==> src/rtl/wb_arbiter_pkg.sv <==
// wb_arbiter_pkg
//   Shared definitions for the register-file write-port arbiter slice:
//   register-file data/address widths and the arbiter FSM state type.
//   No ports; imported by wb_arbiter and wb_fifo.
package wb_arbiter_pkg;

    localparam int unsigned WIDTH_REGWD = 32;  // register write-data width
    localparam int unsigned WIDTH_REGAD = 5;   // register address width

    typedef enum logic [1:0] {
        WBARB_IDLE  = 2'd0,  // FIFO empty, pipeline owns the port
        WBARB_WAIT  = 2'd1,  // FIFO non-empty, starvation counter running
        WBARB_FORCE = 2'd2   // limit reached, FIFO head takes the port
    } wbarb_state_t;

endpackage

==> src/rtl/wb_fifo.sv <==
// wb_fifo
//   Synchronous FIFO for long-latency results, payload {rd, wd}.
//   Ports:
//     clk, rst_n          clock, async active-low reset (empties the FIFO)
//     push/push_rd/wd     write an entry (ignored when full)
//     pop                 drop the head entry (ignored when empty)
//     head_rd/head_wd     head entry, valid while !empty
//     full/empty/count    registered occupancy status
module wb_fifo
    import wb_arbiter_pkg::*;
#(
    parameter int unsigned ADDR_W = WIDTH_REGAD,
    parameter int unsigned DATA_W = WIDTH_REGWD,
    parameter int unsigned DEPTH  = 2,
    localparam int unsigned CNT_W = $clog2(DEPTH + 1)
) (
    input  logic              clk,
    input  logic              rst_n,
    input  logic              push,
    input  logic [ADDR_W-1:0] push_rd,
    input  logic [DATA_W-1:0] push_wd,
    input  logic              pop,
    output logic [ADDR_W-1:0] head_rd,
    output logic [DATA_W-1:0] head_wd,
    output logic              full,
    output logic              empty,
    output logic [CNT_W-1:0]  count
);

    localparam int unsigned PTR_W = (DEPTH > 1) ? $clog2(DEPTH) : 1;

    logic [ADDR_W+DATA_W-1:0] mem [DEPTH];
    logic [PTR_W-1:0]         wr_ptr;
    logic [PTR_W-1:0]         rd_ptr;
    logic                     push_ok;
    logic                     pop_ok;

    // Pointers wrap explicitly so non-power-of-two depths work.
    function automatic logic [PTR_W-1:0] ptr_inc(input logic [PTR_W-1:0] p);
        return (p == PTR_W'(DEPTH - 1)) ? '0 : p + 1'b1;
    endfunction

    assign full    = (count == CNT_W'(DEPTH));
    assign empty   = (count == '0);
    assign push_ok = push && !full;
    assign pop_ok  = pop && !empty;

    assign {head_rd, head_wd} = mem[rd_ptr];

    always_ff @(posedge clk) begin
        if (push_ok) begin
            mem[wr_ptr] <= {push_rd, push_wd};
        end
    end

    always_ff @(posedge clk or negedge rst_n) begin
        if (!rst_n) begin
            wr_ptr <= '0;
            rd_ptr <= '0;
            count  <= '0;
        end else begin
            if (push_ok) begin
                wr_ptr <= ptr_inc(wr_ptr);
            end
            if (pop_ok) begin
                rd_ptr <= ptr_inc(rd_ptr);
            end
            case ({push_ok, pop_ok})
                2'b10:   count <= count + 1'b1;
                2'b01:   count <= count - 1'b1;
                default: count <= count;
            endcase
        end
    end

endmodule

==> src/rtl/wb_arbiter.sv <==
// wb_arbiter
//   Shares the register-file write port between the pipeline WB stage and a
//   long-latency unit. Holds a result FIFO, a busy scoreboard of pending
//   long-latency destinations and a starvation-bounded arbiter.
//   Ports:
//     pipe_we/rd/wd       pipeline write-back request
//     hold_pipe           WB must re-present its write next cycle
//     issue_valid/rd      long-latency issue from EX, issue_ready accepts it
//     lu_valid/rd/wd      long-latency result, lu_ready accepts it
//     id_rs1/rs2/rd       ID operands, stall when any is busy
//     rf_we/wa/wd         register-file write port
//     outstanding         issued but not yet written long-latency ops
module wb_arbiter
    import wb_arbiter_pkg::*;
#(
    parameter int unsigned DATA_W       = WIDTH_REGWD,
    parameter int unsigned ADDR_W       = WIDTH_REGAD,
    parameter int unsigned FIFO_DEPTH   = 2,
    parameter int unsigned MAX_OUT      = 4,
    parameter int unsigned STARVE_LIMIT = 4
) (
    input  logic              clk,
    input  logic              rst_n,
    input  logic              pipe_we,
    input  logic [ADDR_W-1:0] pipe_rd,
    input  logic [DATA_W-1:0] pipe_wd,
    output logic              hold_pipe,
    input  logic              issue_valid,
    input  logic [ADDR_W-1:0] issue_rd,
    output logic              issue_ready,
    input  logic              lu_valid,
    input  logic [ADDR_W-1:0] lu_rd,
    input  logic [DATA_W-1:0] lu_wd,
    output logic              lu_ready,
    input  logic [ADDR_W-1:0] id_rs1,
    input  logic [ADDR_W-1:0] id_rs2,
    input  logic [ADDR_W-1:0] id_rd,
    output logic              stall,
    output logic              rf_we,
    output logic [ADDR_W-1:0] rf_wa,
    output logic [DATA_W-1:0] rf_wd,
    output logic [2:0]        outstanding
);

    localparam int unsigned NREG  = 1 << ADDR_W;
    localparam int unsigned CNT_W = $clog2(STARVE_LIMIT + 1);
    localparam int unsigned OCC_W = $clog2(FIFO_DEPTH + 1);

    wbarb_state_t      state_q, state_d;
    logic [CNT_W-1:0]  wait_q, wait_d, wait_inc;
    logic [NREG-1:1]   busy_q;
    logic [NREG-1:0]   busy_vec;
    logic [2:0]        out_q;

    logic              pipe_req;
    logic              issue_ok;
    logic              lu_push;
    logic              pipe_grant;
    logic              fifo_grant;
    logic              fifo_full;
    logic              fifo_empty;
    logic [OCC_W-1:0]  fifo_count;
    logic [OCC_W-1:0]  occ_next;
    logic [ADDR_W-1:0] head_rd;
    logic [DATA_W-1:0] head_wd;

    assign pipe_req    = pipe_we && (pipe_rd != '0);
    assign busy_vec    = {busy_q, 1'b0};
    assign issue_ready = !busy_vec[issue_rd] && (out_q < 3'(MAX_OUT));
    assign issue_ok    = issue_valid && issue_ready;
    assign lu_ready    = !fifo_full;
    assign lu_push     = lu_valid && lu_ready;
    assign stall       = busy_vec[id_rs1] | busy_vec[id_rs2] | busy_vec[id_rd];
    assign outstanding = out_q;
    assign occ_next    = fifo_count + OCC_W'(lu_push) - OCC_W'(fifo_grant);
    assign wait_inc    = wait_q + 1'b1;

    wb_fifo #(
        .ADDR_W (ADDR_W),
        .DATA_W (DATA_W),
        .DEPTH  (FIFO_DEPTH)
    ) u_fifo (
        .clk     (clk),
        .rst_n   (rst_n),
        .push    (lu_push),
        .push_rd (lu_rd),
        .push_wd (lu_wd),
        .pop     (fifo_grant),
        .head_rd (head_rd),
        .head_wd (head_wd),
        .full    (fifo_full),
        .empty   (fifo_empty),
        .count   (fifo_count)
    );

    // State register
    always_ff @(posedge clk or negedge rst_n) begin
        if (!rst_n) begin
            state_q <= WBARB_IDLE;
            wait_q  <= '0;
        end else begin
            state_q <= state_d;
            wait_q  <= wait_d;
        end
    end

    // Next-state logic
    always_comb begin
        state_d = state_q;
        wait_d  = wait_q;
        case (state_q)
            WBARB_IDLE: begin
                if (lu_push) begin
                    state_d = WBARB_WAIT;
                end
            end
            WBARB_WAIT: begin
                if (pipe_req) begin
                    wait_d = wait_inc;
                    if (wait_inc == CNT_W'(STARVE_LIMIT)) begin
                        state_d = WBARB_FORCE;
                    end
                end else begin
                    wait_d  = '0;
                    state_d = (occ_next == '0) ? WBARB_IDLE : WBARB_WAIT;
                end
            end
            WBARB_FORCE: begin
                wait_d  = '0;
                state_d = (occ_next == '0) ? WBARB_IDLE : WBARB_WAIT;
            end
            default: begin
                wait_d  = '0;
                state_d = WBARB_IDLE;
            end
        endcase
    end

    // Output logic: grant selection
    always_comb begin
        pipe_grant = 1'b0;
        fifo_grant = 1'b0;
        hold_pipe  = 1'b0;
        case (state_q)
            WBARB_IDLE: begin
                pipe_grant = pipe_req;
            end
            WBARB_WAIT: begin
                pipe_grant = pipe_req;
                fifo_grant = !pipe_req && !fifo_empty;
            end
            WBARB_FORCE: begin
                hold_pipe  = 1'b1;
                fifo_grant = !fifo_empty;
            end
            default: ;
        endcase
    end

    // Write port is a combinational mux; gated by rst_n so a pipe write
    // presented during reset never reaches the register file.
    always_comb begin
        rf_we = 1'b0;
        rf_wa = '0;
        rf_wd = '0;
        if (rst_n) begin
            if (pipe_grant) begin
                rf_we = 1'b1;
                rf_wa = pipe_rd;
                rf_wd = pipe_wd;
            end else if (fifo_grant) begin
                rf_we = (head_rd != '0);
                rf_wa = head_rd;
                rf_wd = head_wd;
            end
        end
    end

    // Scoreboard and outstanding count. A clear and a set never hit the same
    // register in one cycle because issue_ready blocks busy destinations.
    always_ff @(posedge clk or negedge rst_n) begin
        if (!rst_n) begin
            busy_q <= '0;
            out_q  <= '0;
        end else begin
            if (fifo_grant && (head_rd != '0)) begin
                busy_q[head_rd] <= 1'b0;
            end
            if (issue_ok && (issue_rd != '0)) begin
                busy_q[issue_rd] <= 1'b1;
            end
            case ({issue_ok, fifo_grant})
                2'b10:   out_q <= out_q + 1'b1;
                2'b01:   out_q <= out_q - 1'b1;
                default: out_q <= out_q;
            endcase
        end
    end

endmodule

==> config.mk <==
export PLATFORM = sky130hd
export DESIGN_NAME = wb_arbiter
export DESIGN_NICKNAME = d
export VERILOG_FILES = /design/src/rtl/wb_arbiter_pkg.sv /design/src/rtl/wb_fifo.sv /design/src/rtl/wb_arbiter.sv
export SDC_FILE = /design/constraint.sdc
export NUM_CORES = 1
export LEC_CHECK = 0
export ABC_AREA = 1
export CAP_MARGIN = 10
export CORE_ASPECT_RATIO = 0.75
export CORE_MARGIN = 2
export CORE_UTILIZATION = 47
export CTS_CLUSTER_SIZE = 40
export DETAILED_ROUTE_END_ITERATION = 6
export GPL_ROUTABILITY_DRIVEN = 1
export PLACE_DENSITY = 0.86
export SLEW_MARGIN = 25
export SYNTH_ARGS = -nofsm -noshare
export SYNTH_HDL_FRONTEND = slang
export SYNTH_SLANG_ARGS = --single-unit
export TNS_END_PERCENT = 1
==> constraint.sdc <==
create_clock -name clk -period 2.48 [get_ports clk]
set_input_delay 0.496 -clock clk [delete_from_list [all_inputs] [get_ports clk]]
set_output_delay 0.496 -clock clk [all_outputs]
set_load 0.1 [all_outputs]
# [Word level (Yosys, flattened, before mapping)]
# Memories as Yosys holds them, arrays and structs flattened.
# Index checks and enable logic that the tools add are counted.
# W data, S select, Z words.
[word_totals] reg_bits=43 mem_bits_rw=74 input_bits=99 output_inout_bits=45 elab_cells=104 mem_count=1
[classes] add_sub_neg=9 n_lt_le_gt_ge=8 n_eq_ne=10 n_mux=39 bitwise_logic=5 n_reduce_logical=25
[mem_list] name="u_fifo.mem" depth=2 word_bits=37 rd=1 rd_ports_with_merged_regs=0 wr=1 line="wb_fifo.sv:32" source="logic [ADDR_W+DATA_W-1:0] mem [DEPTH];"
[op_table] op="$mux W32" count=3
[op_table] op="$mux W31" count=2
[op_table] op="$and A31 B31 Y31" count=1
[op_table] op="$not A31 Y31" count=1
[op_table] op="$or A31 B31 Y31" count=1
[op_table] op="$lt A5 B6 Y1 const B" count=5
[op_table] op="$bmux W1 S5" count=4
[op_table] op="$mux W1" count=16
[op_table] op="$mux W5" count=3
[op_table] op="$reduce_bool A5 Y1" count=3
[op_table] op="$pmux W3 S2" count=2
[op_table] op="$logic_and A1 B1 Y1" count=11
[op_table] op="$demux W1 S5" count=2
[op_table] op="$ge A5 B1 Y1 const B" count=2
[op_table] op="$eq A2 B2 Y1 const B" count=4
[op_table] op="$add A3 B1 Y3 const B" count=2
[op_table] op="$eq A2 B1 Y1 const B" count=3
[op_table] op="$logic_not A2 Y1" count=3
[op_table] op="$mux W2" count=3
[op_table] op="$pmux W2 S3" count=1
[op_table] op="$logic_not A1 Y1" count=4
[op_table] op="$pmux W2 S2" count=1
[op_table] op="$reduce_bool A2 Y1" count=2
[op_table] op="$eq A3 B3 Y1 const B" count=1
[op_table] op="other kinds (14)" count=16

# [Longest topological paths before layout]
# Gate-level depths: netlist (run 1).
[depth] depth_word=10 mapped_depth=17 mapped_depth_nobuf=17

# [Hierarchy]
# A second synthesis (run 1) with hierarchy kept.
[hier_totals] hier_cells=928 hier_area_um2=7050.5
[modules_own_cells] module="wb_arbiter" instances=1 cells_per_inst=702 area_per_inst_um2=4111.4 seq_area_each_um2=975.9
[modules_own_cells] module="wb_fifo" instances=1 cells_per_inst=226 area_per_inst_um2=2939.1 seq_area_each_um2=2322.2

# [Least setup slack after synthesis (run 1)]
# No wires, ideal clock.
[synth_path] path_kind="register to output" startpoint="register state_q[0]" endpoint="output port rf_we" arrival_ns=4.184 slack_ns=-2.200 stages_incl_launch_ff=9 cell_sequence="dfrtp_1 inv_1 ha_1 o21bai_2 nand2_2 inv_2 buf_4 nand2_2 a21boi_0"
[synth_via] elab_chain_cells=5 elab_cells_between_ends=9 cone_classes="2 x eq/ne; 5 x mux; 2 x reduce/logical"
[synth_rtl] element="start, declared" line="wb_arbiter.sv:49" source="wbarb_state_t state_q, state_d;"
[synth_rtl] element="start signal, assigned" line="wb_arbiter.sv:102" source="state_q <= state_d;"
[synth_rtl] element="$eq A2 B2 Y1, or another cell as far along" line="wb_arbiter.sv:144" source="case (state_q)"
[synth_rtl] element="$pmux W1 S2 / $reduce_or A2 Y1 (equally long branches)"
[synth_rtl] element="$mux W1, on equally long branches" line="wb_arbiter.sv:171, wb_arbiter.sv:144"
[synth_rtl] element="$mux W1 *" line="wb_arbiter.sv:167" source="if (pipe_grant) begin"
[synth_rtl] element="$mux W1 *" line="wb_arbiter.sv:166" source="if (rst_n) begin"
[synth_rtl] element="end, declared" line="wb_arbiter.sv:39" source="output logic rf_we,"
# Mark *: on every way between the ends. The rest lies on a longest branch, timed or not.

# [Final worst setup path (run 1)]
[layout_path] startpoint="input port pipe_rd[1]" endpoint="output port rf_wd[19]"
[layout_via] elab_chain_cells=8 elab_cells_between_ends=9 cone_classes="5 x mux; 4 x reduce/logical"
[layout_rtl] element="start, declared" line="wb_arbiter.sv:25" source="input logic [ADDR_W-1:0] pipe_rd,"
[layout_rtl] element="$reduce_bool A5 Y1 *" line="wb_arbiter.sv:67" source="assign pipe_req = pipe_we && (pipe_rd != '0);"
[layout_rtl] element="$logic_and A1 B1 Y1 *" line="wb_arbiter.sv:67"
[layout_rtl] element="$logic_not A1 Y1" line="wb_arbiter.sv:150" source="fifo_grant = !pipe_req && !fifo_empty;"
[layout_rtl] element="$logic_and A1 B1 Y1" line="wb_arbiter.sv:150"
[layout_rtl] element="$pmux W1 S2" line="wb_arbiter.sv:144"
[layout_rtl] element="$mux W32" line="wb_arbiter.sv:171" source="end else if (fifo_grant) begin"
[layout_rtl] element="$mux W32 *" line="wb_arbiter.sv:167"
[layout_rtl] element="$mux W32 *" line="wb_arbiter.sv:166"
[layout_rtl] element="end, declared" line="wb_arbiter.sv:41" source="output logic [DATA_W-1:0] rf_wd,"
# Marked as above.

==> results.toml, run 1 <==
[floorplan]
chipWidth_um = 145
fp.dieArea_um2 = 15900
top_level_ports = 144
start_util_pct = 48.2
rows = 38
die_height_um = 110
core_um2 = 14500

[synth]
syn-mean-instance-area_um2 = 7.65
syn_inst = 918
synth.ff_latch_count = 117
synth_xor_xnor_area_share_pct = 0.873
syn-cell-area_um2 = 7020
post_synth_and_or_nand_nor_area_fraction_pct = 28.5
synthDistinctLibCells = 35
syn_nets = 1028
synth_top_family_by_area = "simple AND/OR/NAND/NOR gates"
synthAdderAreaFrac_pct = 2.07
synth-seq-area-share_pct = 47.0
complex_gate_fraction_of_the_synthesized_area_pct = 14.0
muxShareOfSynthArea_pct = 0
yosys_warnings = 0

[clock_tree]
tritoncts.num_buffers = 17
worst_skew_pair.late_latency_ns = 0.43
tritoncts = "yes"
h_tree_depth = 4
cts.clk_slew.worst_paths_ns = 0.06
clockRootBuffer = "sky130_fd_sc_hd__clkbuf_16"
clock_sinks = 117
ctsHoldBuffers = 0
clk_path_buf_depth = 2

[timing]
timing.final.setup_violations = 43
max_clk_rate_ghz = 0.359
finalClockSkew_ns = 0.0101
timing.final.crit_share_pct = 112
finalWorstPathRequiredPeriod_ns = 2.78
final_critical_path_setup_slack_ns = -0.304
tightestPinTransition_ns = 0.742
totalNegativeSetupSlack_ns = -9.54
relSlewSlack_pct = 50.6
timing.final.max_slew_violations = 0
report.final.hold_viol_count = 0
grt_setup_unrepaired = "true"

[setup_path]
slowest_cell_on_crit_path = "sky130_fd_sc_hd__dlygate4sd2_1"
r2r_startpoint = "state_q[1]"
worst-setup-path-type = "in2out"
worst_r2r_endpoint = "state_q[0]"
crit_path_max_fanout = 8
worst-r2r-setup-slack_ns = -0.04
cp_cell_sequence = "dlygate4sd2_1 > nor2_1 > nand3b_1 > nand2_2 > inv_2 > buf_6 > o21ai_4 > buf_12 > buf_6 > buf_12 > o21ai_2 > a21oi_4 > buf_12"
setup.worst_path.end = "rf_wd[19]"
crit_path_max_incr_delay_ns = 0.25
arrival_ns = 2.29
worstSetupEndpointType = "primary output"
crit_top_cell = "sky130_fd_sc_hd__buf_12"
worst-endpoint-required_ns = 1.98
critPathLaunch = "pipe_rd[1]"
critPathLaunchType = "input pin"
worst_r2r_path_depth = 13

[global_route]
globalRouteOverflowTotal = 0
via_count_of_the_first_global_routing_pass = 8031
grt_first_pass_wirelength_um = 45400
grt_max_degree = 44
grt_antenna_before_repair = 2
groute.usage.overall_pct = 38.0

[run]
maxCapViolCount = 0

[finish]
combined_flip_flop_and_latch_cell_area_um2 = 3300
final_cell_mix = "289 x sky130_fd_sc_hd__nand2_1, 87 x sky130_fd_sc_hd__clkdlybuf4s50_1, 84 x sky130_fd_sc_hd__buf_4"
fillers = 834
finish.net_count = 1257
layout.cells.most_common = "sky130_fd_sc_hd__nand2_1"
multi_input_comb_area_um2 = 3980
utilization_pct = 78.4
layout-area-overhead-vs-synth_pct = 62.6
layout_cell_share_with_drive_strength_beyond_1_pct = 28.2

[power]
cellLeakagePower_uw = 0.00476
power_density_nw_per_um2 = 1280
vdd_ir_drop_max_mv = 1.09

[detailed_routing]
vias = 8609
detailedRoute.firstPassIterationCount = 7
detail_route.wl_per_cell_um = 24.0
drc_errors = 118
first_iter_violations = 1792
detail-route-antenna-nets = 0
routed_wirelength_um = 32700
viasPerCell = 6.32

[hold_path]
worst_hold_path.num_cells = 2
min_path_type = "reg2reg"

[placed_design]
port_buffer_count = 143
gp_routability_congestion = 1.16
detailed_place_hpwl_um = 17400

[status]
run_status = "finished, violations left"
failed_checks = "design-rule violations, negative setup slack"
[synth_stat cells]
| library cell | count | area [um^2] |
|---|---|---|
| sky130_fd_sc_hd__dfrtp_1 | 43 | 1080 |
| sky130_fd_sc_hd__o21ai_0 | 83 | 415 |
| sky130_fd_sc_hd__buf_6 | 5 | 56.3 |
| sky130_fd_sc_hd__o21ai_2 | 3 | 26.3 |
| sky130_fd_sc_hd__ha_1 | 10 | 125 |
| sky130_fd_sc_hd__a21oi_1 | 73 | 365 |
| sky130_fd_sc_hd__clkbuf_1 | 29 | 109 |
| sky130_fd_sc_hd__o21a_1 | 1 | 7.51 |
| sky130_fd_sc_hd__a21boi_0 | 1 | 7.51 |
| sky130_fd_sc_hd__nor3_1 | 8 | 40.0 |
| sky130_fd_sc_hd__buf_2 | 10 | 50.1 |
| sky130_fd_sc_hd__a21oi_2 | 1 | 8.76 |
| sky130_fd_sc_hd__o22ai_1 | 1 | 6.26 |
| sky130_fd_sc_hd__or2_1 | 1 | 6.26 |
| sky130_fd_sc_hd__inv_1 | 74 | 278 |
| sky130_fd_sc_hd__nand4_1 | 31 | 194 |
| sky130_fd_sc_hd__o21bai_2 | 1 | 11.3 |
| sky130_fd_sc_hd__o211ai_1 | 13 | 97.6 |
| sky130_fd_sc_hd__o21ai_1 | 4 | 20.0 |
| sky130_fd_sc_hd__nand2_2 | 3 | 18.8 |
| sky130_fd_sc_hd__a31oi_1 | 1 | 6.26 |
| sky130_fd_sc_hd__or2_2 | 6 | 37.5 |
| sky130_fd_sc_hd__xnor2_1 | 5 | 43.8 |
| sky130_fd_sc_hd__a22oi_1 | 1 | 7.51 |
| sky130_fd_sc_hd__xor2_1 | 2 | 17.5 |
| sky130_fd_sc_hd__nand3_1 | 52 | 260 |
| sky130_fd_sc_hd__inv_4 | 1 | 6.26 |
| sky130_fd_sc_hd__inv_2 | 4 | 15.0 |
| sky130_fd_sc_hd__nor2_1 | 57 | 214 |
| sky130_fd_sc_hd__nand2_1 | 308 | 1160 |
| sky130_fd_sc_hd__buf_4 | 3 | 22.5 |
| sky130_fd_sc_hd__edfxtp_1 | 74 | 2220 |
| sky130_fd_sc_hd__fa_1 | 1 | 20.0 |
| sky130_fd_sc_hd__nand3b_1 | 5 | 37.5 |
| sky130_fd_sc_hd__nor2_4 | 3 | 33.8 |
[stage by stage]
stage	cells	hold slack [ns]	area, um^2	setup WS [ns]	power [uW]
after floorplan	918	0.200	7490	-0.202	7690
after global placement	1294	0.463	10000	-0.469	10300
after global routing	1361	0.503	11400	-0.343	14900
after detailed placement	1294	0.467	10000	-0.500	10400
after CTS	1349	0.483	11000	-0.268	13400
final	1362	0.503	11400	-0.304	14600
[repair_timing]
item | 4_1_cts | 5_1_grt
setup endpoints to repair | 42 | 48
resized for setup | 81 | 90
gates cloned | 4 | 4
setup buffers | 20 | 9
pin swaps | 14 | 27
[area by class of cell]
cell class / instances / area share (%)
timing repair inverter: 1 / 0.0658
timing repair buffer: 256 / 26.2
clock inverter: 14 / 1.15
tap: 200 / 2.19
clock buffer: 18 / 3.76
sequential: 117 / 28.9
inverter: 79 / 2.81
antenna: 2 / 0.0439
multi-input combinational: 675 / 34.9
[registers in the layout, summed over array words and instances, names as in the netlist]
register       cells
u_fifo.mem        74
busy_q            31
outstanding        3
wait_q             3
state_q            2
u_fifo.count       2
u_fifo.rd_ptr      1
u_fifo.wr_ptr      1
[where the power goes]
| group | internal (uW) | switching (uW) |
|---|---|---|
| clock network | 1380 | 992 |
| registers | 2740 | 657 |
| logic | 3100 | 5680 |
[cells by family after synthesis]
kind of cell | Yosys count
flops | 117
simple gates | 474
buf+inv | 126
compound gates | 183
fa+ha+maj | 11
xor+xnor | 7
[routing by layer]
layer,routed length [um],GRT usage (%),up-vias,part of all wire [%]
met2,14500,62.0,884,44
met5,11,2.19,-,0.034
met3,4720,14.6,277,14
li1,-,-,3545,-
met1,10800,44.3,3901,33
met4,2740,19.3,2,8.4
[how the worst min path moves through the flow]
stage | start | endpoint
after floorplan | rst_n | busy_q[10]
after global placement | busy_q[27] | busy_q[27]
after detailed placement | busy_q[27] | busy_q[27]
after CTS | busy_q[27] | busy_q[27]
after global routing | busy_q[27] | busy_q[27]
final | busy_q[27] | busy_q[27]
[critical path, delay by kind of cell]
| kind | cells | cell delay, ns |
|---|---|---|
| and+or+nand+nor | 3 | 0.37 |
| buffers and inverters | 7 | 1.00 |
| AOI/OAI and AO/OA | 3 | 0.42 |
Power figures use the tool's default switching activity.
==> run 2, diff against run 1 <==
--- a/config.mk
+++ b/config.mk
@@ -10,6 +10,7 @@
 export CORE_ASPECT_RATIO = 0.75
 export CORE_MARGIN = 2
 export CORE_UTILIZATION = 47
+export CTS_CLUSTER_DIAMETER = 100
 export CTS_CLUSTER_SIZE = 40
 export DETAILED_ROUTE_END_ITERATION = 6
 export GPL_ROUTABILITY_DRIVEN = 1
==> results of run 2 <==
The final DEF is identical to that of run 1; final timing and power are the same.
==> run 3, diff against run 2 <==
--- a/config.mk
+++ b/config.mk
@@ -10,7 +10,6 @@
 export CORE_ASPECT_RATIO = 0.75
 export CORE_MARGIN = 2
 export CORE_UTILIZATION = 47
-export CTS_CLUSTER_DIAMETER = 100
 export CTS_CLUSTER_SIZE = 40
 export DETAILED_ROUTE_END_ITERATION = 6
 export GPL_ROUTABILITY_DRIVEN = 1
==> results of run 3 <==
The final DEF is identical to that of run 1; final timing and power are the same.
==> variant (flow settings as in run 1) <==
Re-encode `wbarb_state_t` (3 states) as one-hot, 3 bits wide.
--- a/src/rtl/wb_arbiter_pkg.sv
+++ b/src/rtl/wb_arbiter_pkg.sv
@@ -9,6 +9,6 @@
 
-    typedef enum logic [1:0] {
-        WBARB_IDLE  = 2'd0,  // FIFO empty, pipeline owns the port
-        WBARB_WAIT  = 2'd1,  // FIFO non-empty, starvation counter running
-        WBARB_FORCE = 2'd2   // limit reached, FIFO head takes the port
+    typedef enum logic [2:0] {
+        WBARB_IDLE  = 3'b001,  // FIFO empty, pipeline owns the port
+        WBARB_WAIT  = 3'b010,  // FIFO non-empty, starvation counter running
+        WBARB_FORCE = 3'b100   // limit reached, FIFO head takes the port
     } wbarb_state_t;
Function: same outputs for any inputs over 4 cycles, from zero or initial values and one cycle with rst_n low; so few cycles prove little.
==> variant against run 1 <==
The flow still finishes with violations (DRC, setup timing). Clock skew down 0.0015 ns. Global-route usage down 7.8 points. Sequential cell count up 1. Utilization down 3.3 points. Cell area down 5.1%. Register-to-register slack worse by 0.03 ns. Synthesized area down 1.5%. Critical path depth down 2. Setup slack worse by 0.11 ns. Sequential share of layout area up 1.8 points. Routed wire length down 22%.
Power is not compared: it rests on default switching activity, and its combinational part moved more than twofold at a synthesized area within 25%.
==> variant: results (changes against run 1) <==
DR WL met3 2.85 mm (was 4.72 mm); Mapped Cells 846 (was 918); global-route wire length before repair 35.7 mm (was 45.4 mm); GRT Total Usage 0.302 (was 0.380); failing checks DRC, setup timing (unchanged); setup TNS -13.15 ns (was -9.54 ns); Setup crit end rf_wa[1] (was rf_wd[19]); Top Layer Used met4 (was met5); Inverters 89 (was 80); CP arrival 2.40 ns (was 2.29 ns); endpoints failing setup 42 (was 43); HPWL after DPL 15.5 mm (was 17.4 mm); DR vias/cell 5.72 (was 6.32); status finished, violations left (unchanged); ANT cells 0 (was 2); Clock-cell share 0.0530 (was 0.0491); Clk Latency, worst-skew pair 0.41 ns (was 0.43 ns); final WL 25.7 mm (was 32.7 mm); share of layout cells above drive strength 1 0.292 (was 0.282); Worst Hold Margin 0.205 ns (was 0.503 ns); #MultiIn Comb 600 (was 675); area delta synth->final 56.6% (was 62.6%); nets 1,155 (was 1,257); register area share after synthesis 0.481 (was 0.470); Initial DRC Count 893 (was 1,792); routing usage on met2 0.493 (was 0.620); largest net degree at the start of global routing 45 (was 44); highest-delay cell along the critical path dfstp_2 (was dlygate4sd2_1); worst setup margin -0.412 ns (was -0.304 ns); drt drc 3 (was 118); register bit count reported by yosys 118 (was 117)
==> variant: cell families (layout without fill, tap and decap cells) <==
group	Yosys count	after routing	share of synthesized area
compound gates	171	171	0.130
xor+xnor	8	8	0.0101
fa+ha+maj	7	7	0.0138
buf+inv	128	344	0.0831
flops	118	118	0.481
mux	31	31	0.0505
simple gates	383	383	0.232
==> variant: critical path, delay by kind of cell, from the launching register on <==
kind,cells,cell delay (ns)
buffers and inverters,6,0.73
DFF,1,0.58
and+or+nand+nor,4,0.46
AOI/OAI and AO/OA,1,0.20
==> variant: timing repair <==
| item | CTS | global route |
|---|---|---|
| pin swaps | 15 | 37 |
| gates cloned | 2 | 7 |
| gates resized for setup | 42 | 56 |
| setup buffers | 9 | 5 |
| setup endpoints to repair | 42 | 44 |
| hold endpoints to repair | 0 | 0 |
